`config.mk`:
```
export PLATFORM = sky130hd
export DESIGN_NAME = seq_alu
export DESIGN_NICKNAME = d
export VERILOG_FILES = /design/src/rtl/alu_pkg.sv /design/src/rtl/alu_mul_iter.sv /design/src/rtl/seq_alu.sv
export SDC_FILE = /design/constraint.sdc
export NUM_CORES = 1
export LEC_CHECK = 0
export CORE_AREA = 2 2 41 71
export DETAILED_ROUTE_END_ITERATION = 16
export DIE_AREA = 0 0 43 73
export MAX_ROUTING_LAYER = met4
export PLACE_DENSITY = 0.67
export SYNTH_ARGS = -nofsm -noshare
export SYNTH_HDL_FRONTEND = slang
export SYNTH_SLANG_ARGS = --single-unit
```
`constraint.sdc`:
```
create_clock -name clk -period 3.6 [get_ports clk]
set_input_delay 0.9 -clock clk [delete_from_list [all_inputs] [get_ports clk]]
set_output_delay 0.9 -clock clk [all_outputs]
set_load 0.01 [all_outputs]
```
`src/rtl/alu_pkg.sv`:
```
// Shared opcode and FSM state types for the handshaked sequential ALU.
package alu_pkg;

    localparam int OP_W = 4;

    typedef enum logic [OP_W-1:0] {
        OP_ADD = 4'd0,
        OP_SUB = 4'd1,
        OP_NOT = 4'd2,
        OP_AND = 4'd3,
        OP_OR  = 4'd4,
        OP_XOR = 4'd5,
        OP_SLT = 4'd6,
        OP_EQ  = 4'd7,
        OP_MUL = 4'd8
    } alu_op_e;

    typedef enum logic [1:0] {
        IDLE = 2'd0,
        BUSY = 2'd1,
        DONE = 2'd2
    } alu_state_e;

endpackage

```
`src/rtl/alu_mul_iter.sv`:
```
// Iterative unsigned shift-add multiplier: one partial product per cycle, WIDTH cycles.
// o_done pulses for one cycle after the last step; o_product holds until the next start.
module alu_mul_iter #(
    parameter int WIDTH = 4
) (
    input  logic               clk,
    input  logic               rst_n,
    input  logic               i_start,
    input  logic [WIDTH-1:0]   i_a,
    input  logic [WIDTH-1:0]   i_b,
    output logic               o_busy,
    output logic               o_done,
    output logic [2*WIDTH-1:0] o_product
);

    localparam int CNT_W = (WIDTH > 2) ? $clog2(WIDTH) : 1;

    logic [2*WIDTH-1:0] r_acc;
    logic [WIDTH-1:0]   r_mcand;
    logic [CNT_W-1:0]   r_cnt;
    logic               r_busy;
    logic               r_done;
    logic [WIDTH:0]     w_sum;

    // Upper half accumulates, lower half holds the remaining multiplier bits.
    assign w_sum = {1'b0, r_acc[2*WIDTH-1:WIDTH]}
                 + (r_acc[0] ? {1'b0, r_mcand} : {(WIDTH+1){1'b0}});

    always_ff @(posedge clk or negedge rst_n) begin
        if (!rst_n) begin
            r_acc   <= '0;
            r_mcand <= '0;
            r_cnt   <= '0;
            r_busy  <= 1'b0;
            r_done  <= 1'b0;
        end else begin
            r_done <= 1'b0;
            if (i_start) begin
                r_acc   <= {{WIDTH{1'b0}}, i_b};
                r_mcand <= i_a;
                r_cnt   <= '0;
                r_busy  <= 1'b1;
            end else if (r_busy) begin
                r_acc <= {w_sum, r_acc[WIDTH-1:1]};
                r_cnt <= r_cnt + 1'b1;
                if (r_cnt == CNT_W'(WIDTH-1)) begin
                    r_busy <= 1'b0;
                    r_done <= 1'b1;
                end
            end
        end
    end

    assign o_busy    = r_busy;
    assign o_done    = r_done;
    assign o_product = r_acc;

endmodule

```
`src/rtl/seq_alu.sv`:
```
// Handshaked WIDTH-bit ALU with registered result and flags.
// Define SEQ_ALU_MUL_EN to build the iterative multiplier for op 8; otherwise op 8 is illegal.
module seq_alu
    import alu_pkg::*;
#(
    parameter int WIDTH = 4
) (
    input  logic             clk,
    input  logic             rst_n,
    input  logic             in_valid,
    output logic             in_ready,
    input  logic [WIDTH-1:0] a,
    input  logic [WIDTH-1:0] b,
    input  logic [3:0]       op,
    output logic             out_valid,
    input  logic             out_ready,
    output logic [WIDTH-1:0] res,
    output logic             car,
    output logic             of,
    output logic             zf,
    output logic             nf,
    output logic             ill
);

    alu_state_e       r_state, w_state_next;
    logic             w_accept, w_is_mul, w_mul_done;
    logic [WIDTH-1:0] r_res, w_res, w_b_eff;
    logic             r_car, r_of, r_zf, r_nf, r_ill;
    logic             w_car, w_of, w_ill, w_cin, w_load;
    logic [WIDTH:0]   w_sum;

    assign in_ready = (r_state == IDLE) | ((r_state == DONE) & out_ready);
    assign w_accept = in_valid & in_ready;

`ifdef SEQ_ALU_MUL_EN
    logic               w_mul_busy;
    logic [2*WIDTH-1:0] w_product;

    assign w_is_mul = (op == OP_MUL);

    alu_mul_iter #(.WIDTH(WIDTH)) u_mul (
        .clk       (clk),
        .rst_n     (rst_n),
        .i_start   (w_accept & w_is_mul & ~w_mul_busy),
        .i_a       (a),
        .i_b       (b),
        .o_busy    (w_mul_busy),
        .o_done    (w_mul_done),
        .o_product (w_product)
    );
`else
    assign w_is_mul   = 1'b0;
    assign w_mul_done = 1'b0;
`endif

    // SUB reuses the adder as a + ~b + 1, so carry=1 means no borrow.
    assign w_cin   = (op == OP_SUB);
    assign w_b_eff = w_cin ? ~b : b;
    assign w_sum   = {1'b0, a} + {1'b0, w_b_eff} + {{WIDTH{1'b0}}, w_cin};

    always_comb begin
        w_res = '0;
        w_car = 1'b0;
        w_of  = 1'b0;
        w_ill = 1'b0;
        if (r_state == BUSY) begin
`ifdef SEQ_ALU_MUL_EN
            w_res = w_product[WIDTH-1:0];
            w_of  = |w_product[2*WIDTH-1:WIDTH];
`endif
        end else begin
            case (op)
                OP_ADD, OP_SUB: begin
                    w_res = w_sum[WIDTH-1:0];
                    w_car = w_sum[WIDTH];
                    w_of  = (a[WIDTH-1] == w_b_eff[WIDTH-1]) & (w_sum[WIDTH-1] != a[WIDTH-1]);
                end
                OP_NOT:  w_res = ~a;
                OP_AND:  w_res = a & b;
                OP_OR:   w_res = a | b;
                OP_XOR:  w_res = a ^ b;
                OP_SLT:  w_res = {{(WIDTH-1){1'b0}}, ($signed(a) < $signed(b))};
                OP_EQ:   w_res = {{(WIDTH-1){1'b0}}, (a == b)};
                default: w_ill = 1'b1;
            endcase
        end
    end

    assign w_load = (w_accept & ~w_is_mul) | ((r_state == BUSY) & w_mul_done);

    always_comb begin
        w_state_next = r_state;
        case (r_state)
            IDLE, DONE: begin
                if (w_accept)
                    w_state_next = w_is_mul ? BUSY : DONE;
                else if ((r_state == DONE) && out_ready)
                    w_state_next = IDLE;
            end
            BUSY: begin
                if (w_mul_done)
                    w_state_next = DONE;
            end
            default: w_state_next = IDLE;
        endcase
    end

    always_ff @(posedge clk or negedge rst_n) begin
        if (!rst_n) begin
            r_state <= IDLE;
            r_res   <= '0;
            r_car   <= 1'b0;
            r_of    <= 1'b0;
            r_zf    <= 1'b0;
            r_nf    <= 1'b0;
            r_ill   <= 1'b0;
        end else begin
            r_state <= w_state_next;
            if (w_load) begin
                r_res <= w_res;
                r_car <= w_car;
                r_of  <= w_of;
                r_zf  <= (w_res == '0);
                r_nf  <= w_res[WIDTH-1];
                r_ill <= w_ill;
            end
        end
    end

    assign out_valid = (r_state == DONE);
    assign res       = r_res;
    assign car       = r_car;
    assign of        = r_of;
    assign zf        = r_zf;
    assign nf        = r_nf;
    assign ill       = r_ill;

endmodule

```
== Word level (Yosys, flattened, before mapping) ==
Index checks and enable logic that the tools add are counted.
Operators by class
  bitwise operators: 10
  reductions and logical operators: 8
  $lt $le $gt $ge: 1
  add/subtract/negate cells: 2
  multiplexer cells: 12
  equality and inequality tests: 13
Operators with widths (count)
  one-hot mux 4 bit (7 select lines): 1
  == test 4 x 3 -> 1 bit, second input constant: 4
  == test 4 x 2 -> 1 bit, second input constant: 2
  zero test 4 bit: 2
  2-to-1 mux 4 bit: 2
  NOT 4 bit: 2
  OR reduction 8 bit: 1
  2-to-1 mux 1 bit: 6
  adder 4 x 4 -> 5 bit: 1
  adder 5 x 1 -> 5 bit: 1
  AND 4 bit: 1
  == test 4 x 1 -> 1 bit, second input constant: 1
  == test 4 bit: 1
  < comparator 4 bit: 1
  2-to-1 mux 2 bit: 2
  bitwise OR 4 bit: 1
  one-hot mux 2 bit (2 select lines): 1
  OR reduction 2 bit: 2
  bitwise XOR 4 bit: 1
  AND 1 bit: 3
  inequality test 3 bit, second input constant: 1
  == test 2 x 1 -> 1 bit, second input constant: 1
  == test 2 bit, second input constant: 1
  zero test 2 bit: 1
  6 further kinds: 6
Word-level totals
  word-level logic and storage cells: 53
  output and inout bits: 11
  register bits: 11
  input port bits: 16

== Depth between registers and ports, before layout ==
  word-level depth: 8
  gate-level depth with buffers: 10
  depth with buffers taken out: 8

== Least setup slack after synthesis ==
OpenSTA, ideal clock, no wires.
  path kind: input -> register
  from: in op[1]
  to: reg r_zf, in the netlist zf
  setup slack: 0.212 ns
  data required time: 3.532 ns
  stages on the path: 10
  buffers on the path: 2
  setup time: 0.068 ns
  arrival: 3.320 ns
  cells stage by stage: buf_6 or4b_4 buf_6 xnor2_1 fa_1 xor2_1 o211a_1 or4_1 nor2_1 a32o_1
Between the ends
  longest elaborated chain between the ends: 7
  elaborated cells on any way between the ends: 15
  those cells by class: add/sub: 2; eq/ne: 7; mux: 3; reduce/logical: 3
RTL lines
  from (decl): line seq_alu.sv:14  | input logic [3:0] op,
  == test 4 x 1 -> 1 bit: line seq_alu.sv:57, seq_alu.sv:72
  2-to-1 mux 4 bit: line seq_alu.sv:58  | assign w_b_eff = w_cin ? ~b : b;
  adder 4 x 4 -> 5 bit: line seq_alu.sv:59  | assign w_sum = {1'b0, a} + {1'b0, w_b_eff} + {{WIDTH{1'b0}}, w_cin};
  adder 5 x 1 -> 5 bit: line seq_alu.sv:59
  one-hot mux 4 bit (7 select lines) *: line seq_alu.sv:72  | case (op)
  2-to-1 mux 4 bit *: line seq_alu.sv:66  | if (r_state == BUSY) begin
  zero test 4 bit *: line seq_alu.sv:123  | r_zf <= (w_res == '0);
  to (signal assigned): line seq_alu.sv:123
  to (decl): line seq_alu.sv:28  | logic r_car, r_of, r_zf, r_nf, r_ill;
Mark *: on every way between the ends. The rest lies on a longest branch, timed or not.
A chain may end at the register's enable or synchronous reset.

== Final worst setup path ==
Same ends and word-level chain as after synthesis.

==> out/metrics.cfg <==
[placement]
place.detailed.instances=170
io_buffer_count=26
place.detailed.hpwl_um=2080
finalWeightedCongestion=0.808

[job]
cap_viol_max_count=0

[global_route]
track_usage_pct=17.2
pin_count_of_the_biggest_net_entering_global_routing=19
grt_pass1_vias=961
grt_first_pass_wirelength_um=4130
grt.overflow.total=0
antenna_found_initial=0

[synthesis]
synth.yosys.warnings=0
syn_inst=116
post_synth_instance_area_um2=1020
dominantRegCellSynth=sky130_fd_sc_hd__dfrtp_1
synth_edf_count=0
synthDominantCellAreaShare_pct=22.1
post-synth-top-count-cell=sky130_fd_sc_hd__ha_1
net_count_synth=148
synth.top_cells.by_count=15 x sky130_fd_sc_hd__ha_1, 11 x sky130_fd_sc_hd__inv_1, 9 x sky130_fd_sc_hd__dfrtp_1, 9 x sky130_fd_sc_hd__nand2_1, 9 x sky130_fd_sc_hd__o21ai_0
ys_top_cells_by_area=sky130_fd_sc_hd__dfrtp_1 22%, sky130_fd_sc_hd__ha_1 18%, sky130_fd_sc_hd__o21ai_0 4.4%, sky130_fd_sc_hd__inv_1 4.1%, sky130_fd_sc_hd__nand3b_1 3.7%
postSynth.asyncResetShare_pct=100
dominant_cell_type_by_area_after_synthesis=sky130_fd_sc_hd__dfrtp_1
synth.ff_latch_count=9
average_instance_area_after_synthesis_um2=8.77
yosysUniqueCellTypes=39
ys_seq_area_share_pct=22.1

[worst_setup_path]
critPathLaunchType=input pin
worstReg2RegStart=r_state[1]$_DFFE_PN0P_
cp_data_required_time_ns=3.76
worstSetupEndpointType=register
ff2ff_setup_slack_ns=1.93
register_to_register_path_depth=5
path_max_fanout=4
crit-reg2reg-capture=zf$_DFFE_PN0P_
worst-endpoint-arrival_ns=3.63
criticalPathCategory=input pin to register

[clock_tree]
cts_tree=built
cts_resized=0
postCtsSetupBuffers=0
max-clock-path-buffers=2
numCtsBuffers=3
clkSinkCount=9
cts_root_buffer=sky130_fd_sc_hd__clkbuf_8
cts_hold_buf=0
clock_insertion_delay_worst_skew_ns=0.23
h_tree_level_count=1
clk_transition_reported_paths_ns=0.04

[route]
vias=969
drtIter0Drc=19
wl_per_cell_um=13.9
final_routed_wirelength_um=2420
dr.pass1.iters=4
ant_nets=0
drc=0
via_cell_ratio=5.57

[timing]
number_of_pins_exceeding_their_max_slew_limit_in_the_final_report=0
finalCriticalPeriod_ns=3.46
report.final.setup_viol=0
fin_worst_skew_ns=0.00126
post_route_fraction_of_the_period_consumed_by_the_critical_path_pct=96.2
rsz_0062_raised_after_global_routing=no
max_slew.worst_pin.slew_ns=0.389
slew_headroom_pct=74.0
achievable-frequency_ghz=0.289
final_hold_viol_count=0

[finish]
seq_area_um2=225
num_antenna_cells=0
post_layout_nonfiller_instances=174
areaGrowthSynthToFinish_pct=35.3
layout.nets=180
filler_cell_count_in_the_final_layout=258
drive_gt1_share_pct=12.9
multi_input_comb_area_um2=711
finish.utilization_pct=52.4

[die]
fp-row-count=25
boundaryPins=27
placeableCoreArea_um2=2630
fp.dieArea_um2=3140
die_h_um=73
start_util_pct=38.7
die_x_um=43

[power_and_ir_drop]
total_power_mw=0.392
power-per-cell-area_nw_per_um2=285
irDropWorstVdd_v=0.000105
power_leakage_nw=0.633

[min_path]
whs_endpoint=res[0]$_DFFE_PN0P_
min_delay_path_depth=2
hold_path.class=register to register
hold_path.startpoint=res[0]$_DFFE_PN0P_

[outcome]
run_status=finished clean

[metal layers]
layer  part of all wire [%]  track usage (%)
met1                     37             16.9
met4                    1.2             5.72
met5                      0                -
met2                     58             34.7
met3                    3.4            0.248
[kinds of logic after synthesis]
group                    share of synthesized area [%]
AO/OA/AOI/OAI                                     21.0
XOR/XNOR                                          4.30
adder cells (fa/ha/maj)                           20.4
buffers and inverters                             8.61
flip-flops                                        22.1
multiplexers                                      3.20
AND/OR/NAND/NOR                                   20.3
[flip-flops by register name, indices dropped and copies added (netlist names)]
| name | cells |
|---|---|
| res | 4 |
| car | 1 |
| ill | 1 |
| of | 1 |
| r_state | 1 |
| zf | 1 |
[worst max-delay path by stage]
stage / startpoint / endpoint / depth (start not counted)
2_1_floorplan: op[1] / zf$_DFFE_PN0P_ / 10
3_3_place_gp: op[1] / zf$_DFFE_PN0P_ / 9
3_5_place_dp: op[1] / zf$_DFFE_PN0P_ / 9
4_1_cts: op[1] / zf$_DFFE_PN0P_ / 9
5_1_grt: op[1] / zf$_DFFE_PN0P_ / 9
6_report: op[1] / zf$_DFFE_PN0P_ / 10
[per-stage QoR]
stage          TNS [ns]  setup WS [ns]  hold slack, ns  instance area [um2]
6_report              0          0.137           0.474                 1380
5_1_grt               0        0.00127           0.509                 1380
4_1_cts               0         0.0678           0.479                 1370
3_5_place_dp     -0.310         -0.155           0.469                 1330
3_3_place_gp     -0.184         -0.101           0.459                 1330
2_1_floorplan         0          0.212           0.516                 1020
[where the power goes]
group / switching (mW) / internal, mW / leakage (nW)
Sequential: 0.00675 / 0.114 / 0.114
Combinational: 0.0727 / 0.0847 / 0.497
Clock: 0.0376 / 0.0770 / 0.0228
[final cells by class]
class / instances / area share [%]
multi-input cells: 89 / 51.6
repair buffers: 34 / 23.3
flip-flops and latches: 9 / 16.4
clock buffers: 4 / 3.27
inverters: 11 / 3.00
well taps: 27 / 2.45
[cells in the final DEF (no fill, tap or decap), types with 2 or more instances in the layout]
master / synthesis / routed
sky130_fd_sc_hd__a211oi_1: 3 / 3
sky130_fd_sc_hd__nor2b_1: 4 / 4
sky130_fd_sc_hd__clkbuf_8: 0 / 3
sky130_fd_sc_hd__a21oi_1: 3 / 3
sky130_fd_sc_hd__nand2_1: 9 / 9
sky130_fd_sc_hd__o21ai_0: 9 / 9
sky130_fd_sc_hd__clkdlybuf4s50_1: 0 / 26
sky130_fd_sc_hd__o211a_1: 3 / 3
sky130_fd_sc_hd__inv_1: 11 / 11
sky130_fd_sc_hd__nor3_1: 2 / 2
sky130_fd_sc_hd__mux2_2: 2 / 2
sky130_fd_sc_hd__o31ai_1: 2 / 2
sky130_fd_sc_hd__ha_1: 15 / 15
sky130_fd_sc_hd__nand2b_1: 2 / 2
sky130_fd_sc_hd__buf_4: 1 / 8
sky130_fd_sc_hd__xnor2_1: 4 / 4
sky130_fd_sc_hd__nor2_1: 6 / 6
sky130_fd_sc_hd__dfrtp_1: 9 / 9
sky130_fd_sc_hd__nand3b_1: 5 / 5
[worst max-delay path, stage by stage]
cell,delay (ns)
sky130_fd_sc_hd__clkdlybuf4s50_1,0.44
sky130_fd_sc_hd__or4b_4,0.56
sky130_fd_sc_hd__buf_4,0.18
sky130_fd_sc_hd__xnor2_1,0.12
sky130_fd_sc_hd__ha_1,0.32
sky130_fd_sc_hd__xor2_1,0.17
sky130_fd_sc_hd__o211a_1,0.20
sky130_fd_sc_hd__or4_4,0.48
sky130_fd_sc_hd__nor2_1,0.10
sky130_fd_sc_hd__a32o_1,0.17
Power figures use the tool's default switching activity.
==> variant: new RTL, same settings <==
The 3 states of `alu_state_e` get a one-hot encoding in 3 bits.
--- a/src/rtl/alu_pkg.sv
+++ b/src/rtl/alu_pkg.sv
@@ -16,8 +16,8 @@
     } alu_op_e;
 
-    typedef enum logic [1:0] {
-        IDLE = 2'd0,
-        BUSY = 2'd1,
-        DONE = 2'd2
+    typedef enum logic [2:0] {
+        IDLE = 3'b001,
+        BUSY = 3'b010,
+        DONE = 3'b100
     } alu_state_e;
 
Check against the original RTL: same outputs for any inputs over 10 cycles, from zero or initial values and one cycle with rst_n low; not proved beyond that.
==> variant against the original RTL <==
Count of clock-buffer cells in the layout is the same. Sequential share of layout area is 1.2 points higher. Area after synthesis up 6.4%. Design area is 3.8% higher. Via count up 1.8%. Sequential cell count up 1. Non-clock buffer count fell by 3. Routed wire length rose by 3.2%. Setup slack better by 0.049 ns. Global-route usage rose by 1.8 points.
Power is not compared: it rests on default switching activity, and its combinational part moved more than twofold at a synthesized area within 25%.
==> variant: results (changes against the original RTL) <==
===========================================================================
Mapped Avg Cell Area                                             8.66 sq um   -1.3%
Result of the run                                                 completed
# nets final                                                            189   +5.0%
Minimum clock period after layout                                   3.41 ns   -0.0486 ns
Critical path's slowest cell                                         or4b_1
Pre-CTS WS                                                       -0.0213 ns   +0.134 ns
Via count normalized by instance count                                 5.45   -2.2%
Slowest stage delay, CP                                             0.61 ns   +0.05 ns
Crit path max fanout                                                      3   -1
Flop-to-flop setup slack                                            1.64 ns   -0.29 ns
Fill cell total of the finished layout                                  256   -0.78%
Routability cong.                                                     0.860   +6.3%
Hold Path End                                                  of$_DFFE_PN0P_
Met1 Use GR                                                           17.5%   +0.59 points
Signal arrival time at the worst endpoint                           3.59 ns   -0.04 ns
Sequential area share after synthesis                                 23.2%   +1.1 points
Cell count after placement                                              177   +4.1%
Pin count of the biggest net entering global routing                     15   -4
Origin of the critical flop-to-flop path                       r_state[0]$_DFFE_PN1P_
GRT Util Overall                                                      19.0%   +1.8 points
Met3 Use GR                                                          0.990%   +0.74 points
Total via count in the routed design                                    986   +1.8%
Worst clock skew                                                 0.00115 ns   -0.000115 ns
Fraction of final layout cells sized beyond drive strength 1          12.3%   -0.59 points
Post-Syn Nets                                                           159   +7.4%
Post-DR wirelength/cell                                             13.8 um   -0.77%
Most numerous cell types in the synthesized netlist            ha_1, inv_1, nand2_1
First-pass GRT wire length                                          4350 um   +5.5%
Slew of the pin with the lowest slew margin                        0.443 ns   +0.0542 ns
Hold Crit Start                                                of$_DFFE_PN0P_
===========================================================================
[variant: final cells by class]
cell class                      instances  share of cell area [%]
Multi-Input combinational cell         95                    52.4
Timing Repair Buffer                   31                    20.8
Sequential cell                        10                    17.6
Inverter                               14                    3.68
Clock buffer                            4                    3.15
Tap cell                               27                    2.36
[variant: worst min-delay path: cells and delay by family, from the launching register on]
kind             cells  cell delay (ns)
AND/OR/NAND/NOR      1             0.05
AO/OA/AOI/OAI        1             0.05
flip-flops           1             0.34
[variant: routing by layer]
layer / routed length (um) / up-vias / part of all wire (%)
li1: - / 493 / -
met1: 865 / 453 / 35
met2: 1420 / 29 / 57
met3: 78 / 11 / 3.1
met4: 133 / 0 / 5.3
met5: 0 / - / 0
[variant: worst max path at each step]
stage,startpoint,endpoint,cells past startpoint
2_1_floorplan,op[1],zf$_DFFE_PN0P_,9
3_3_place_gp,op[1],res[3]$_DFFE_PN0P_,10
3_5_place_dp,op[3],zf$_DFFE_PN0P_,9
4_1_cts,op[3],zf$_DFFE_PN0P_,9
5_1_grt,op[1],zf$_DFFE_PN0P_,10
6_report,op[1],res[1]$_DFFE_PN0P_,9
[variant: cells by family after synthesis]
family,count (synthesis),share of synthesized area [%]
AO/OA/AOI/OAI,31,20.8
XOR/XNOR,6,4.86
flip-flops,10,23.2
AND/OR/NAND/NOR,37,18.2
buffers and inverters,20,8.32
adder cells (fa/ha/maj),18,21.5
multiplexers,3,3.12
[variant: through the flow]
step                      cell area, sq um  hold WS [ns]
after global routing                  1430         0.501
after floorplan                       1080         0.510
after CTS                             1420         0.482
after global placement                1380         0.463
after detailed placement              1380         0.472
final                                 1430         0.478
[variant: where the power goes]
part | switching (mW) | total [mW] | leakage (nW) | internal (mW)
sequential | 0.0241 | 0.185 | 0.127 | 0.161
clock | 0.0404 | 0.118 | 0.0228 | 0.0772
combinational | 0.147 | 0.330 | 0.498 | 0.182
total | 0.212 | 0.632 | 0.648 | 0.421
[variant: repair_timing]
action	4_1_cts	5_1_grt
resized for setup	0	2
hold buffers	0	0
endpoints found under the setup margin	0	1
